==> src/rtl/avalon_st_width_upsizer.sv <==
// Packs RATIO narrow Avalon-ST beats into one wide word; the output is registered one cycle after the completing beat.
// When the output register is full and not being drained, st_in_ready drops and the assembly register stops filling.
module avalon_st_width_upsizer #(
    parameter  int IN_WIDTH  = 128,
    parameter  int RATIO     = 2,
    parameter  int MSB_FIRST = 1,
    localparam int OUT_WIDTH = IN_WIDTH * RATIO,
    localparam int CNT_W     = $clog2(RATIO + 1)
) (
    input  logic                 clock,
    input  logic                 reset,
    input  logic [IN_WIDTH-1:0]  st_in_data,
    input  logic                 st_in_valid,
    input  logic                 st_in_endofpacket,
    output logic                 st_in_ready,
    output logic [OUT_WIDTH-1:0] st_out_data,
    output logic                 st_out_valid,
    output logic                 st_out_endofpacket,
    output logic [CNT_W-1:0]     st_out_count,
    input  logic                 st_out_ready
);

    logic [CNT_W-1:0]     r_cnt;
    logic [OUT_WIDTH-1:0] r_asm;
    logic [OUT_WIDTH-1:0] r_out_data;
    logic [CNT_W-1:0]     r_out_cnt;
    logic                 r_out_eop;
    logic                 r_out_full;

    logic                 w_accept;
    logic                 w_complete;
    logic                 w_handshake;
    logic [CNT_W-1:0]     w_slot;
    logic [OUT_WIDTH-1:0] w_merged;

    // Ready depends only on registered state, the downstream ready and reset.
    assign st_in_ready = !reset && (!r_out_full || st_out_ready);
    assign w_accept    = st_in_valid && st_in_ready;
    assign w_complete  = (r_cnt == CNT_W'(RATIO - 1)) || st_in_endofpacket;
    assign w_handshake = r_out_full && st_out_ready;
    assign w_slot      = (MSB_FIRST != 0) ? (CNT_W'(RATIO - 1) - r_cnt) : r_cnt;

    always_comb begin
        w_merged = r_asm;
        for (int k = 0; k < RATIO; k++) begin
            if (w_slot == CNT_W'(k)) begin
                w_merged[k*IN_WIDTH +: IN_WIDTH] = st_in_data;
            end
        end
    end

    always_ff @(posedge clock or posedge reset) begin
        if (reset) begin
            r_cnt      <= '0;
            r_asm      <= '0;
            r_out_data <= '0;
            r_out_cnt  <= '0;
            r_out_eop  <= 1'b0;
            r_out_full <= 1'b0;
        end else begin
            if (w_handshake) begin
                r_out_full <= 1'b0;
            end
            // A completing beat overrides the drain so a word handed off and a new word landing share one cycle.
            if (w_accept) begin
                if (w_complete) begin
                    r_out_data <= w_merged;
                    r_out_cnt  <= r_cnt + CNT_W'(1);
                    r_out_eop  <= st_in_endofpacket;
                    r_out_full <= 1'b1;
                    r_cnt      <= '0;
                    r_asm      <= '0;
                end else begin
                    r_asm <= w_merged;
                    r_cnt <= r_cnt + CNT_W'(1);
                end
            end
        end
    end

    assign st_out_data        = r_out_data;
    assign st_out_valid       = r_out_full;
    assign st_out_endofpacket = r_out_eop;
    assign st_out_count       = r_out_cnt;

endmodule

==> config.mk <==
export PLATFORM = sky130hd
export DESIGN_NAME = avalon_st_width_upsizer
export DESIGN_NICKNAME = d
export VERILOG_FILES = /design/src/rtl/avalon_st_width_upsizer.sv
export SDC_FILE = /design/constraint.sdc
export NUM_CORES = 1
export LEC_CHECK = 0
export ABC_AREA = 1
export BUFFER_PORTS_ARGS = -buffer_cell sky130_fd_sc_hd__buf_4
export CAP_MARGIN = 20
export CORE_MARGIN = 2
export CORE_UTILIZATION = 55
export DETAILED_ROUTE_END_ITERATION = 8
export PLACE_DENSITY = 0.82
export SETUP_SLACK_MARGIN = 0.4
export SYNTH_ARGS = -nofsm -noshare
export SYNTH_HDL_FRONTEND = slang
export SYNTH_SLANG_ARGS = --single-unit
==> constraint.sdc <==
create_clock -name clock -period 38.1 [get_ports clock]
set_input_delay 5.715 -clock clock [delete_from_list [all_inputs] [get_ports clock]]
set_output_delay 5.715 -clock clock [all_outputs]
set_load 0.005 [all_outputs]
## After elaboration in Yosys (flattened, before gate mapping)

Cells that the tools add are included.

| storage, ports and cells | value |
|---|---|
| bits in registers | 518 |
| bits in latches | 0 |
| bits in writable memories | 0 |
| memory bits (read-only) | 0 |
| output and inout bits | 261 |
| word-level logic and storage cells | 26 |
| memories kept | 0 |

| cells by class | value |
|---|---|
| add/sub/neg operators | 2 |
| $mul | 0 |
| div/mod/pow operators | 0 |
| order comparisons | 0 |
| eq/ne operators | 2 |
| shifts and indexed selects | 0 |
| muxes and demuxes | 7 |
| bitwise gates (word level) | 0 |
| reductions and logical operators | 9 |

Operator list:

| kind | number |
|---|---|
| two-way mux 128 bit | 2 |
| two-way mux 256 bit | 1 |
| equality test 2 x 1 -> 1 bit, second input constant | 2 |
| logical AND 1 bit | 3 |
| two-way mux 1 bit | 3 |
| adder 2 x 1 -> 2 bit, second input constant | 1 |
| logical NOT 1 bit | 2 |
| logical NOT 2 bit | 1 |
| logical OR 1 bit | 2 |
| two-way mux 2 bit | 1 |
| AND reduction 2 bit | 1 |
| subtractor 1 x 2 -> 2 bit, first input constant | 1 |

## Logic depth before layout (Yosys ltp)

Gate-level depths: netlist (run 1).

| depth | value |
|---|---|
| word-level depth | 5 |
| gate-level depth with buffers | 10 |

## Worst setup path before layout (run 1)

Ideal clock, no wire load.

| path | value |
|---|---|
| path kind | in2reg |
| from | input port reset |
| to | register r_asm[128] |
| arrival time | 19.501 ns |
| required time | 38.035 ns |
| slack | 18.534 ns |
| cell stages on the path | 6 |
| buffers on the path | 1 |
| path through | inv_1 -> nand3_2 -> nor2_2 -> buf_2 -> nand2_1 -> nand2_1 |

| on the way | value |
|---|---|
| longest elaborated chain between the ends | 3 |

RTL lines:

| element | RTL line | source |
|---|---|---|
| start: declaration | 11 | `input logic reset,` |
| logical NOT 1 bit (no source line) | n/a |  |
| logical AND 1 bit | 37 | `assign st_in_ready = !reset && (!r_out_full \|\| st_out_ready);` |
| logical AND 1 bit | 38 | `assign w_accept = st_in_valid && st_in_ready;` |
| end signal: assignment | 74 | `r_asm <= w_merged;` |
| end: declaration | 24 | `logic [OUT_WIDTH-1:0] r_asm;` |

No other way between the ends.
A chain may end at the register's enable or synchronous reset.

## Final worst setup path (run 1)

| path | value |
|---|---|
| from | input port st_out_ready |
| to | output port st_in_ready |

| on the way | value |
|---|---|
| longest elaborated chain between the ends | 2 |

RTL lines:

| element | RTL line | source |
|---|---|---|
| start: declaration | 20 | `input logic st_out_ready` |
| logical OR 1 bit | 37 |  |
| logical AND 1 bit | 37 |  |
| end: declaration | 15 | `output logic st_in_ready,` |

No other way between the ends.

==> results of run 1 <==
placed cells by master (no fill, tap or decap), types with 7 or more instances in the layout:
master,netlist,routed
buf_4,9,415
clkbuf_16,0,53
clkbuf_8,0,23
clkinv_2,0,7
dfrtp_1,518,518
inv_1,134,132
nand2_1,1532,1532
nand4_1,110,110
nor2_1,128,128
o21ai_0,167,167
cell type report:
cell class | instances | area [um2] | share of cell area (%)
flip-flops and latches | 518 | 13000 | 47.9
multi-input cells | 1945 | 7880 | 29.1
repair buffers | 419 | 3220 | 11.9
clock buffers | 80 | 1660 | 6.12
well taps | 525 | 657 | 2.43
inverters | 136 | 520 | 1.92
clock inverters | 14 | 180 | 0.665
diodes | 1 | 2.50 | 0.00924
cells by family after synthesis:
logic type               after synthesis  share of synthesized area (%)
AND/OR/NAND/NOR                     1775                           31.4
flip-flops                           518                           58.6
buffers and inverters                317                           6.05
AO/OA/AOI/OAI                        168                           3.80
adder cells (fa/ha/maj)                2                          0.113
flip-flops by register name, summed over array words and instances, names as in the netlist:
register,count
r_asm,256
r_cnt,2
st_out_count,2
st_out_data,256
st_out_endofpacket,1
st_out_valid,1
worst max-delay path by stage:
stage                             from           to  slack (ns)  cells after the start
after floorplan                  reset     r_asm[0]       17.86                      1
after global placement    st_out_ready  st_in_ready       26.25                      4
after detailed placement  st_out_ready  st_in_ready       26.26                      4
after CTS                 st_out_ready  st_in_ready       26.26                      4
after global routing      st_out_ready  st_in_ready       26.23                      4
final                     st_out_ready  st_in_ready       26.24                      4
where the power goes:
part,internal (mW),leakage [nW],switching (mW)
Sequential,0.677,6.90,0.0848
Combinational,0.215,7.04,0.293
Clock,0.325,0.916,0.215
per-stage QoR:
stage	worst slack [ns]	hold slack, ns	utilization, %	cell area [um2]
global placement	26.25	0.456	63.3	25200
CTS	26.26	0.475	67.9	27000
global route	26.23	0.494	68.1	27100
detailed placement	26.26	0.460	63.3	25200
finish	26.24	0.470	68.1	27100
floorplan	17.86	0.449	-	22100
critical path, delay by kind of cell:
| family | cells | cell delay (ns) |
|---|---|---|
| buffers and inverters | 3 | 0.36 |
| AO/OA/AOI/OAI | 1 | 0.07 |
metal layers:
layer,GRT usage [%],part of all wire [%]
met4,13.9,4.3
met2,49.3,49
met1,37.6,39
met5,0,0
met3,6.06,8.2
==> results.md, run 1 <==
Status:
- The flow ran to the end, and the final reports show no timing, DRC or antenna violations.

Floorplanning:
- The total I/O pin count is around 390.
- The number of placement rows is 73.
- Once the floorplan was initialized, standard cells occupied 55.7% of the core.
- The total area inside the core boundary comes to 0.0397 mm2.
- The width of the die is 205 um.
- The die outline height is 205 um.
- The die covers ~0.042 mm2.

Placement:
- Detailed placement finished with a half-perimeter wire length of 37,100 um.
- The total of buffers placed on input and output ports is 393.
- The placed cell count is 3,540.
- The placer congestion estimate is just over 0.8.

Synth:
- By count the netlist is led by nand2_1, dfrtp_1, o21ai_0.
- The area share of the leading cell type in the synthesized netlist is between 50% and 60%.
- The synthesized netlist occupies a cell area of 0.0221 mm2.
- The dominant synthesized flop cell is dfrtp_1.
- Yosys mapped the design onto 18 distinct sky130hd cell types.
- For this run, the register share of the synthesized area comes to 58.6%.
- After synthesis the netlist holds a flip-flop and latch count of 518.
- The most instantiated library cell after synthesis is nand2_1.
- The number of warnings printed during yosys synthesis is 0.
- Dividing the synthesized area by the synthesized cell count gives 7.96 um2.
- Synthesis produced a netlist whose cell count is 2,780.
- The post-synthesis net count is 2,915.
- dfrtp_1 takes more of the synthesized area than any other cell.
- Ranked by total cell area, the synthesized netlist is headed by dfrtp_1, nand2_1, o21ai_0.
- For this run, asynchronously set or reset flops after synthesis account for 100%.
- The count of flip-flops with a built-in enable after synthesis is 0.

Timing:
- The final-report hold violation count was 0.
- In this run the tightest slew margin relative to its limit is 24.3%.
- The worst path needs between 10 and 15 ns of the cycle, external delays included.
- The maximum achievable frequency is 84.4 MHz.
- At the pin with the least slew margin, the transition time is between 1 and 1.5 ns.
- Setup repair after global routing left no endpoint under its margin.
- The total negative slack for setup checks is 0 ns.
- The fraction of the cycle the final worst path needs is 31.1%.
- The count of pins over their slew limit is 0.
- The worst clock skew is 0.0144 ns.
- The number of setup violations in the final report is 0.

Clocking:
- Clock-pin slew was measured on the worst setup and hold paths at 0.06 ns.
- The tree is rooted in a clkbuf_16.
- Post-CTS repair changed the size of 0 cells.
- The maximum count of clock buffers along a single path is 3.
- TritonCTS built the clock tree.
- Clock tree synthesis inserted a total of 52 buffers.
- Counting every sink on the clock net gives between 500 and 600.
- The buffers inserted during post-CTS setup optimization is 0.
- The H-tree was split into 2 levels.
- Buffers inserted to repair hold after CTS numbered 0.
- The clock network latency to the later pin of the worst-skew pair is around 0.6 ns.

Route:
- Once detail routing completed, the nets flagged for antenna violations numbered 0.
- Using the TritonRoute via totals, the vias-per-cell ratio works out to approximately 5.4.
- For this block, the via count after detailed routing is 19,700.
- The first detailed-routing pass ran for 5 iterations.
- The final layout contains routed wiring with a total length of 61,600 um.
- In the final routed layout, each cell accounts on average for 16.9 um.
- For this run, design rule violations remaining after detail routing come to 0.
- The count of routing violations after the opening detailed-route iteration is 1,767.

Final layout:
- The share of cells above drive strength 1 is between 15 and 20%.
- The area growth from synthesis to layout is 22.4%.
- The final layout contains 3,207 nets.
- The total of fill cells in the finished design is approximately 3,000.
- Once layout is complete, the cells apart from fillers number 3,638.

Worst setup path:
- By startpoint and endpoint, the worst setup path is classified as input pin to output pin.
- For this design, the slowest cell found on the critical path is buf_4.
- The largest single stage delay on the critical path is 0.14 ns.
- The endpoint of the worst-slack reg-to-reg timing path is r_asm[182].
- For the worst setup path, the data arrival time is 6.14 ns.
- The internal reg-to-reg setup slack is 34.38 ns.
- The signal on the critical path passes through buf_4 > inv_1 > a21oi_4 > buf_4.
- The critical path required time is 32.38 ns.
- The startpoint of the worst-slack reg-to-reg timing path is r_cnt[1].
- The sort of element at the start of the critical path is an input pin.
- The worst register-to-register path has a depth of 9.
- In this run the worst path has a maximum fanout of 2.
- The cell repeated most along the worst path is buf_4.
- The worst setup path is captured at an output pin.

Power and ir drop:
- For this design the ratio of total power to cell area is about 67 mW/mm2.
- The leakage power is 14.9 nW.
- The post-layout total power is 1.81 mW.
- The worst-case IR drop observed on VDD is 43.4 uV.

Hold path:
- The number of cells on the worst hold path is 2.
- The worst min-delay path startpoint is st_out_data[177].
- For hold timing, the worst endpoint is st_out_data[177].
- The classification of the worst-slack hold path is flip-flop to flip-flop.

Global routing:
- The initial antenna violation count came to 1.
- Global routing consumed, over all layers together, 29.7% of the routing resources.
- The wire length of the first global-routing pass is 99,100 um.
- The via count of the first global-routing pass came to 19,600.
- The largest net degree at the start of global routing is 176.
- For this run the aggregate overflow at the end of global routing stands at 0.

Job:
- The number of maximum-capacitance violations is 0.
Power figures use the tool's default switching activity.
==> run 2, diff against run 1 <==
--- a/config.mk
+++ b/config.mk
@@ -9,9 +9,9 @@
 export BUFFER_PORTS_ARGS = -buffer_cell sky130_fd_sc_hd__buf_4
 export CAP_MARGIN = 20
 export CORE_MARGIN = 2
-export CORE_UTILIZATION = 55
+export CORE_UTILIZATION = 51
 export DETAILED_ROUTE_END_ITERATION = 8
-export PLACE_DENSITY = 0.82
+export PLACE_DENSITY = 0.8
 export SETUP_SLACK_MARGIN = 0.4
 export SYNTH_ARGS = -nofsm -noshare
 export SYNTH_HDL_FRONTEND = slang
==> constraint.sdc (replaced) <==
create_clock -name clock -period 9.7 [get_ports clock]
set_input_delay 1.455 -clock clock [delete_from_list [all_inputs] [get_ports clock]]
set_output_delay 1.455 -clock clock [all_outputs]
set_load 0.005 [all_outputs]
==> results.md, run 2 (same netlist as run 1, synthesis figures left out) <==
Placement:
- The detailed-placement wirelength estimate is 37,300 um (was 37,100 um).
- The placed cell count is 3,600 (was 3,540).
- The pre-CTS setup slack is 4.37 ns (was 26.26 ns).
- The total of buffers placed on input and output ports was 393 (unchanged).
- The placer congestion estimate is 0.831 (was 0.816).

Worst setup path:
- The delay of the slowest cell on the worst path is 0.77 ns (was 0.14 ns).
- The internal reg-to-reg setup slack is 5.41 ns (was 34.38 ns).
- The dominant delay contributor by cell family on the critical path is buffers and inverters (unchanged).
- The arrival time at the worst endpoint is 5.14 ns (was 6.14 ns).
- The critical path required time was 10.16 ns (was 32.38 ns).
- The endpoint of the worst-slack reg-to-reg timing path is st_out_data[73] (was r_asm[182]).
- The critical setup path kind is input pin to flip-flop (was input pin to output pin).
- The sort of element at the start of the critical path is an input pin (unchanged).
- The logic depth of the worst register-to-register path is 10 (was 9).
- The element type at the critical path end is a flip-flop (was output pin).
- The cell with the largest stage delay on the worst path is buf_4 (unchanged).
- The worst-path maximum fanout is 106 (was 2).
- Critical Path, Cell by Cell: buf_4 > clkinvlp_4 > nand3_4 > buf_4 > buf_4 > nor2_4 > buf_4 > buf_4 > nand2_1 > nand2_1 (was buf_4 > inv_1 > a21oi_4 > buf_4).
- The count of buffer and inverter cells on the critical path is 6 (was 3).
- The startpoint of the worst-slack reg-to-reg timing path was r_cnt[1] (unchanged).
- The cell repeated most along the worst path is buf_4 (unchanged).

Global routing:
- The wire length of the first global-routing pass is 96,200 um (was 99,100 um).
- The initial antenna violation count came to 0 (was 1).
- The all-layer global routing usage is 26.7% (was 29.7%).
- The largest net degree at the start of global routing was 176 (unchanged).
- The met3 track demand over resource was 4.25% (was 6.06%).
- The total congestion overflow is 0 (unchanged).
- The most crowded layer after global routing was met2 (unchanged).
- The met1 usage in global routing came to 35.8% (was 37.6%).
- The global-route met2 utilization came to 42.6% (was 49.3%).
- The via count of the first global-routing pass is 18,900 (was 19,600).

Power and ir drop:
- The power per cell area is 260 mW/mm2 (was 66.8 mW/mm2).
- The leakage power is 14.8 nW (was 14.9 nW).
- The maximum vdd ir drop came to 142 uV (was 43.4 uV).
- The post-layout total power is 7.04 mW (was 1.81 mW).

Clocking:
- The TritonCTS clock tree was done (unchanged).
- The clock transition at the register clock pins on the worst setup and hold paths after CTS is 0.06 ns (about the same).
- The number of sinks on the clock net is 518 (unchanged).
- The buffers inserted during post-CTS setup optimization is 0 (unchanged).
- The library cell used as clock root buffer is clkbuf_16 (unchanged).
- The clock network latency to the later pin of the worst-skew pair came to 0.59 ns (about the same).
- The number of buffers added to fix hold violations after cts is 0 (unchanged).
- The maximum count of clock buffers along a single path is 3 (unchanged).
- The number of instances resized during post-cts repair came to 0 (unchanged).
- The level count of the clock H-tree is 2 (unchanged).
- The number of buffers created by CTS is 54 (was 52).

Floorplanning:
- The total I/O pin count is 394 (unchanged).
- The width of the die came to 212 um (was 205 um).
- The number of placement rows was 76 (was 73).
- The die outline height is 212 um (was 205 um).
- The effective utilization at floorplan is 51.5% (was 55.7%).
- The die footprint is 0.0451 mm2 (was 0.0418 mm2).
- The floorplan core area is 0.0430 mm2 (was 0.0397 mm2).

Timing:
- The worst clock skew is 0.0123 ns (was 0.0144 ns).
- The total negative slack for setup checks is 0 ns (unchanged).
- The count of pins over their slew limit is 0 (unchanged).
- The worst slew margin relative to its limit is 29.2% (was 24.3%).
- Derived from the worst setup path, the maximum achievable clock frequency is 214 MHz.
- Setup repair after global routing missed its margin: no (unchanged).
- The final critical-path setup slack is 5.02 ns (was 26.24 ns).
- The slew at the pin closest to its max-slew limit is 1.06 ns (was 1.14 ns).
- The number of setup violations in the final report is 0 (unchanged).
- Dividing the final minimum period by the clock period gives 48.3%.
- The minimum period implied by the final worst setup slack is 4.68 ns.
- The final-report hold violation count was 0 (unchanged).

Route:
- The vias after detailed routing is 19,400 (was 19,700).
- The average detailed-routed wire length per instance is 16.3 um (was 16.9 um).
- The number of detailed-routing iterations run before antenna repair was 6 (was 5).
- The routed wire length is 60,100 um (was 61,600 um).
- The DRC violation count after routing came to 0 (unchanged).
- The count of routing violations after the opening detailed-route iteration is 1,952 (was 1,767).
- The post-detailed-route via-to-cell ratio is 5.24 (was 5.41).
- The residual antenna-violating net count after detailed routing came to 0 (unchanged).

Final layout:
- The utilization of the core after routing was 63.0% (was 68.1%).
- Most frequent cells in the layout: nand2_1, dfrtp_1, buf_4 (unchanged).
- The most frequent standard cell in the layout excluding fill and tap cells is nand2_1 (unchanged).
- The share of cells above drive strength 1 is 16.3% (was 16.7%).
- The total of fill cells in the finished design came to 3,508 (was 3,003).
- The area added between synthesis and finish is 22.3% (was 22.4%).
- The count of nets after finishing is 3,207 (unchanged).
- The register area was 0.0130 mm2 (unchanged).
- The multi-input gate area in the final layout came to 0.00788 mm2 (unchanged).
- The antenna cell count is 0 (was 1).
- The non-filler instance count after layout is 3,699 (was 3,638).

Hold path:
- The end point of the worst hold path is st_out_count[1] (was st_out_data[177]).
- The worst min-delay path startpoint was st_out_count[1] (was st_out_data[177]).
- The classification of the worst-slack hold path is flip-flop to flip-flop (unchanged).
- The number of cells on the worst hold path was 2 (unchanged).

Job:
- The number of maximum-capacitance violations is 0 (unchanged).

Status:
- Run status: complete, no violations (unchanged).
==> run 2: cell types whose count changed in the layout (fill, tap and decap cells not counted), sizes merged <==
cell,previous run,this run
inv,136,135
clkinv,9,6
clkinvlp,1,6
clkbuf,80,83
diode,1,0
buf,419,417
==> run 2: worst max path at each step <==
stage / from / to / slack (ns) / cells past startpoint
6_report: reset / st_out_data[18] / 5.02 / 10
5_1_grt: reset / st_out_data[18] / 4.61 / 10
4_1_cts: reset / st_out_data[48] / 4.98 / 10
3_5_place_dp: reset / st_out_data[48] / 4.37 / 10
3_3_place_gp: reset / st_out_data[142] / 4.44 / 10
2_1_floorplan: reset / st_out_valid / -1.73 / 5
==> run 2: report_power, final <==
| part | switching (mW) | total, mW | internal (mW) |
|---|---|---|---|
| logic | 1.11 | 1.95 | 0.837 |
| clock network | 0.843 | 2.09 | 1.25 |
| registers | 0.343 | 3.00 | 2.66 |
| total | 2.30 | 7.04 | 4.74 |
==> run 2: area by class of cell <==
cell class / count / share of cell area (%)
Clock inverter: 15 / 0.693
Timing Repair Buffer: 417 / 11.7
Inverter: 136 / 1.91
Sequential cell: 518 / 47.9
Tap cell: 585 / 2.70
Clock buffer: 83 / 5.96
Multi-Input combinational cell: 1945 / 29.1
==> run 2: metrics by stage <==
step | hold slack [ns] | cell area [um2]
finish | 0.470 | 27100
global route | 0.480 | 27100
CTS | 0.474 | 27000
detailed placement | 0.460 | 25200
global placement | 0.458 | 25200
floorplan | 0.449 | 22200
==> run 2: worst min-delay path: stages (launching register included) <==
cell and delay, ns:
dfrtp_1 0.34, nand2_1 0.05, nand2_1 0.05
==> run 2: per-layer routing <==
| metal | share of wire [%] | vias to the layer above | routed length [um] |
|---|---|---|---|
| met5 | 0 | - | 0 |
| met1 | 41 | 9331 | 24700 |
| li1 | - | 9110 | - |
| met2 | 47 | 791 | 28500 |
| met4 | 4.1 | 0 | 2470 |
| met3 | 7.5 | 139 | 4500 |
==> run 3, diff against run 2 <==
--- a/config.mk
+++ b/config.mk
@@ -9,9 +9,9 @@
 export BUFFER_PORTS_ARGS = -buffer_cell sky130_fd_sc_hd__buf_4
 export CAP_MARGIN = 20
 export CORE_MARGIN = 2
-export CORE_UTILIZATION = 51
+export CORE_UTILIZATION = 55
 export DETAILED_ROUTE_END_ITERATION = 8
-export PLACE_DENSITY = 0.8
+export PLACE_DENSITY = 0.82
 export SETUP_SLACK_MARGIN = 0.4
 export SYNTH_ARGS = -nofsm -noshare
 export SYNTH_HDL_FRONTEND = slang
==> constraint.sdc (replaced) <==
create_clock -name clock -period 4.4 [get_ports clock]
set_input_delay 0.66 -clock clock [delete_from_list [all_inputs] [get_ports clock]]
set_output_delay 0.66 -clock clock [all_outputs]
set_load 0.005 [all_outputs]
==> results.md, run 3 (same netlist as run 1, synthesis figures left out) <==
Final layout:
- The non-filler instance count after layout is 3,624 (was 3,699).
- The total of fill cells in the finished design is 3,156 (was 3,508).
- Most frequent cells in the layout: nand2_1, dfrtp_1, buf_4 (unchanged).
- The share of cells above drive strength 1 is 16.1% (was 16.3%).
- The count of nets after finishing is 3,202 (was 3,207).
- The area added between synthesis and finish was 21.7% (was 22.3%).
- The utilization of the core after routing was 67.8% (was 63.0%).
- The final instance area came to 0.0269 mm2 (was 0.0271 mm2).
- The most frequent standard cell in the layout excluding fill and tap cells was nand2_1 (unchanged).
- The antenna cell count was 0 (unchanged).

Worst setup path:
- The logic depth of the worst register-to-register path is 8 (was 10).
- The critical setup path kind is flip-flop to flip-flop (was input pin to flip-flop).
- The cell depth of the worst setup path was 8 (was 10).
- The count of buffer and inverter cells on the critical path is 3 (was 6).
- Critical Path, Cell by Cell: inv_1 > ha_4 > buf_4 > buf_4 > nand2_1 > nand2_1 > nand2_1 > o21ai_0 (was buf_4 > clkinvlp_4 > nand3_4 > buf_4 > buf_4 > nor2_4 > buf_4 > buf_4 > nand2_1 > nand2_1).
- The delay of the slowest cell on the worst path came to 0.72 ns (was 0.77 ns).
- The cell repeated most along the worst path is nand2_1 (was buf_4).
- The endpoint of the worst setup timing path is r_asm[199] (was st_out_data[18]).
- The element type at the critical path end is a flip-flop (unchanged).
- The startpoint of the worst setup timing path was r_cnt[0] (was reset).
- The worst-path maximum fanout was 65 (was 106).
- The critical path required time is 4.89 ns (was 10.16 ns).
- The internal reg-to-reg setup slack came to 1.56 ns (was 5.41 ns).
- The dominant delay contributor by cell family on the critical path is buffers and inverters (unchanged).
- The arrival time at the worst endpoint came to 3.34 ns (was 5.14 ns).
- The endpoint of the worst-slack reg-to-reg timing path was r_asm[199] (was st_out_data[73]).
- The sort of element at the start of the critical path is a flip-flop (was input pin).
- The startpoint of the worst-slack reg-to-reg timing path is r_cnt[0] (was r_cnt[1]).
- The cell with the largest stage delay on the worst path is buf_4 (unchanged).

Power and ir drop:
- The sequential group share of total power is 43.3% (was 42.6%).
- The post-layout total power is 15.3 mW (was 7.04 mW).
- The maximum vdd ir drop was 377 uV (was 142 uV).
- The power per cell area is 569 mW/mm2 (was 260 mW/mm2).
- The clock share of power is 28.3% (was 29.7%).
- The switching power summed over all nets is 5.04 mW (was 2.30 mW).
- The internal power summed over all cells was 10.3 mW (was 4.74 mW).
- The share of total power consumed by net switching is 32.9% (was 32.6%).
- The leakage power is 14.8 nW (about the same).
- The combinational fraction of design power was 28.4% (was 27.7%).

Floorplanning:
- The effective utilization at floorplan is 55.7% (was 51.5%).
- The number of placement rows is 73 (was 76).
- The die outline height was 205 um (was 212 um).
- The floorplan core area was 0.0397 mm2 (was 0.0430 mm2).
- The total I/O pin count is 394 (unchanged).
- The die footprint came to 0.0418 mm2 (was 0.0451 mm2).
- The width of the die is 205 um (was 212 um).

Status:
- The final reports fail on max-slew violations.
- Run status: finished, violations left (was complete, no violations).

Clocking:
- The number of buffers created by CTS is 52 (was 54).
- The clock transition at the register clock pins on the worst setup and hold paths after CTS came to 0.06 ns (about the same).
- The number of instances resized during post-cts repair is 0 (unchanged).
- The number of sinks on the clock net is 518 (unchanged).
- The level count of the clock H-tree is 2 (unchanged).
- The library cell used as clock root buffer is clkbuf_16 (unchanged).
- The number of buffers added to fix hold violations after cts came to 0 (unchanged).
- The maximum count of clock buffers along a single path came to 3 (unchanged).
- The buffers inserted during post-CTS setup optimization is 0 (unchanged).
- The clock network latency to the later pin of the worst-skew pair came to 0.59 ns (about the same).
- The TritonCTS clock tree was done (unchanged).

Global routing:
- The total congestion overflow came to 0 (unchanged).
- The all-layer global routing usage is 29.3% (was 26.7%).
- The largest net degree at the start of global routing is 257 (was 176).
- The via count of the first global-routing pass is 19,300 (was 18,900).
- The initial antenna violation count is 0 (unchanged).
- The wire length of the first global-routing pass is 98,200 um (was 96,200 um).

Timing:
- The worst clock skew was 0.0201 ns (was 0.0123 ns).
- The final critical-path setup slack is 1.56 ns (was 5.02 ns).
- Timing would allow up to 352 MHz.
- The number of setup violations in the final report is 0 (unchanged).
- The final-report hold violation count is 0 (unchanged).
- The worst slew margin relative to its limit came to -1.77% (was 29.2%).
- The total negative slack for setup checks came to 0 ns (unchanged).
- The count of pins over their slew limit is 45 (was 0).
- The final-layout worst hold slack is 0.184 ns (was 0.470 ns).
- The slew at the pin closest to its max-slew limit is 1.53 ns (was 1.06 ns).
- Setup repair after global routing missed its margin: no (unchanged).
- The fraction of the cycle the final worst path needs is 64.6%.
- The minimum period implied by the final worst setup slack is 2.84 ns.

Route:
- The routed wire length is 60,900 um (was 60,100 um).
- The post-detailed-route via-to-cell ratio is 5.38 (was 5.24).
- The count of routing violations after the opening detailed-route iteration was 1,851 (was 1,952).
- The DRC violation count after routing is 0 (unchanged).
- The average detailed-routed wire length per instance is 16.8 um (was 16.3 um).
- The vias after detailed routing came to 19,500 (was 19,400).
- The residual antenna-violating net count after detailed routing was 0 (unchanged).
- The number of detailed-routing iterations run before antenna repair is 5 (was 6).

Job:
- The number of maximum-capacitance violations is 0 (unchanged).

Placement:
- The pre-CTS setup slack is 1.26 ns (was 4.37 ns).
- The placed cell count is 3,537 (was 3,600).
- The total of buffers placed on input and output ports came to 393 (unchanged).
- The detailed-placement wirelength estimate was 36,600 um (was 37,300 um).
- The placed standard-cell area is 0.0252 mm2 (about the same).
- The placer congestion estimate is 0.831 (unchanged).

Hold path:
- The classification of the worst-slack hold path is input pin to async pin (was flip-flop to flip-flop).
## run 3: cell count changes in the layout (fill, tap and decap cells not counted)
| cell | change |
|---|---|
| clkbuf_8 | +9 |
| clkinv_2 | -4 |
| buf_16 | +2 |
| buf_12 | +5 |
| clkinvlp_4 | -5 |
| bufinv_16 | -3 |
| clkbuf_1 | -5 |
| clkbuf_16 | -4 |
| buf_4 | -10 |
## run 3: cell type report
class / count / area (um2) / area share, %
sequential: 518 / 13000 / 48.1
multi-input combinational: 1945 / 7880 / 29.3
timing repair buffer: 414 / 3260 / 12.1
clock buffer: 83 / 1620 / 6.01
tap: 525 / 657 / 2.44
inverter: 136 / 517 / 1.92
clock inverter: 3 / 40.0 / 0.149
## run 3: worst min path at each step
stage,from,end,slack [ns],cells past startpoint
3_3_place_gp,st_out_data[201],st_out_data[201],0.46,2
5_1_grt,reset,r_asm[220],0.20,2
6_report,reset,r_asm[220],0.18,2
4_1_cts,reset,r_asm[218],0.18,2
2_1_floorplan,r_cnt[1],r_cnt[1],0.45,2
3_5_place_dp,st_out_data[204],st_out_data[204],0.46,2
## run 3: power groups by stage
stage               Sequential [mW]  Combinational [mW]  Clock [mW]
floorplan                      6.55                2.15           0
finish                         6.63                4.36        4.33
detailed placement             6.67                4.32           0
CTS                            6.61                4.36        4.40
global placement               6.65                4.18           0
global route                   6.73                4.86        4.60
## run 3: worst register-to-register path: cells and delay by family, from the launching register on
| kind | cells | cell delay, ns |
|---|---|---|
| AO/OA/AOI/OAI | 1 | 0.19 |
| adder cells (fa/ha/maj) | 1 | 0.17 |
| buffers and inverters | 3 | 1.53 |
| flip-flops | 1 | 0.42 |
| AND/OR/NAND/NOR | 3 | 0.43 |
## run 3: layer usage
| metal | track usage [%] | up-vias | wire [um] |
|---|---|---|---|
| li1 | - | 9087 | - |
| met2 | 47.1 | 869 | 29200 |
| met5 | 0 | - | 0 |
| met1 | 38.6 | 9380 | 24400 |
| met3 | 6.12 | 160 | 4810 |
| met4 | 12.8 | 0 | 2520 |
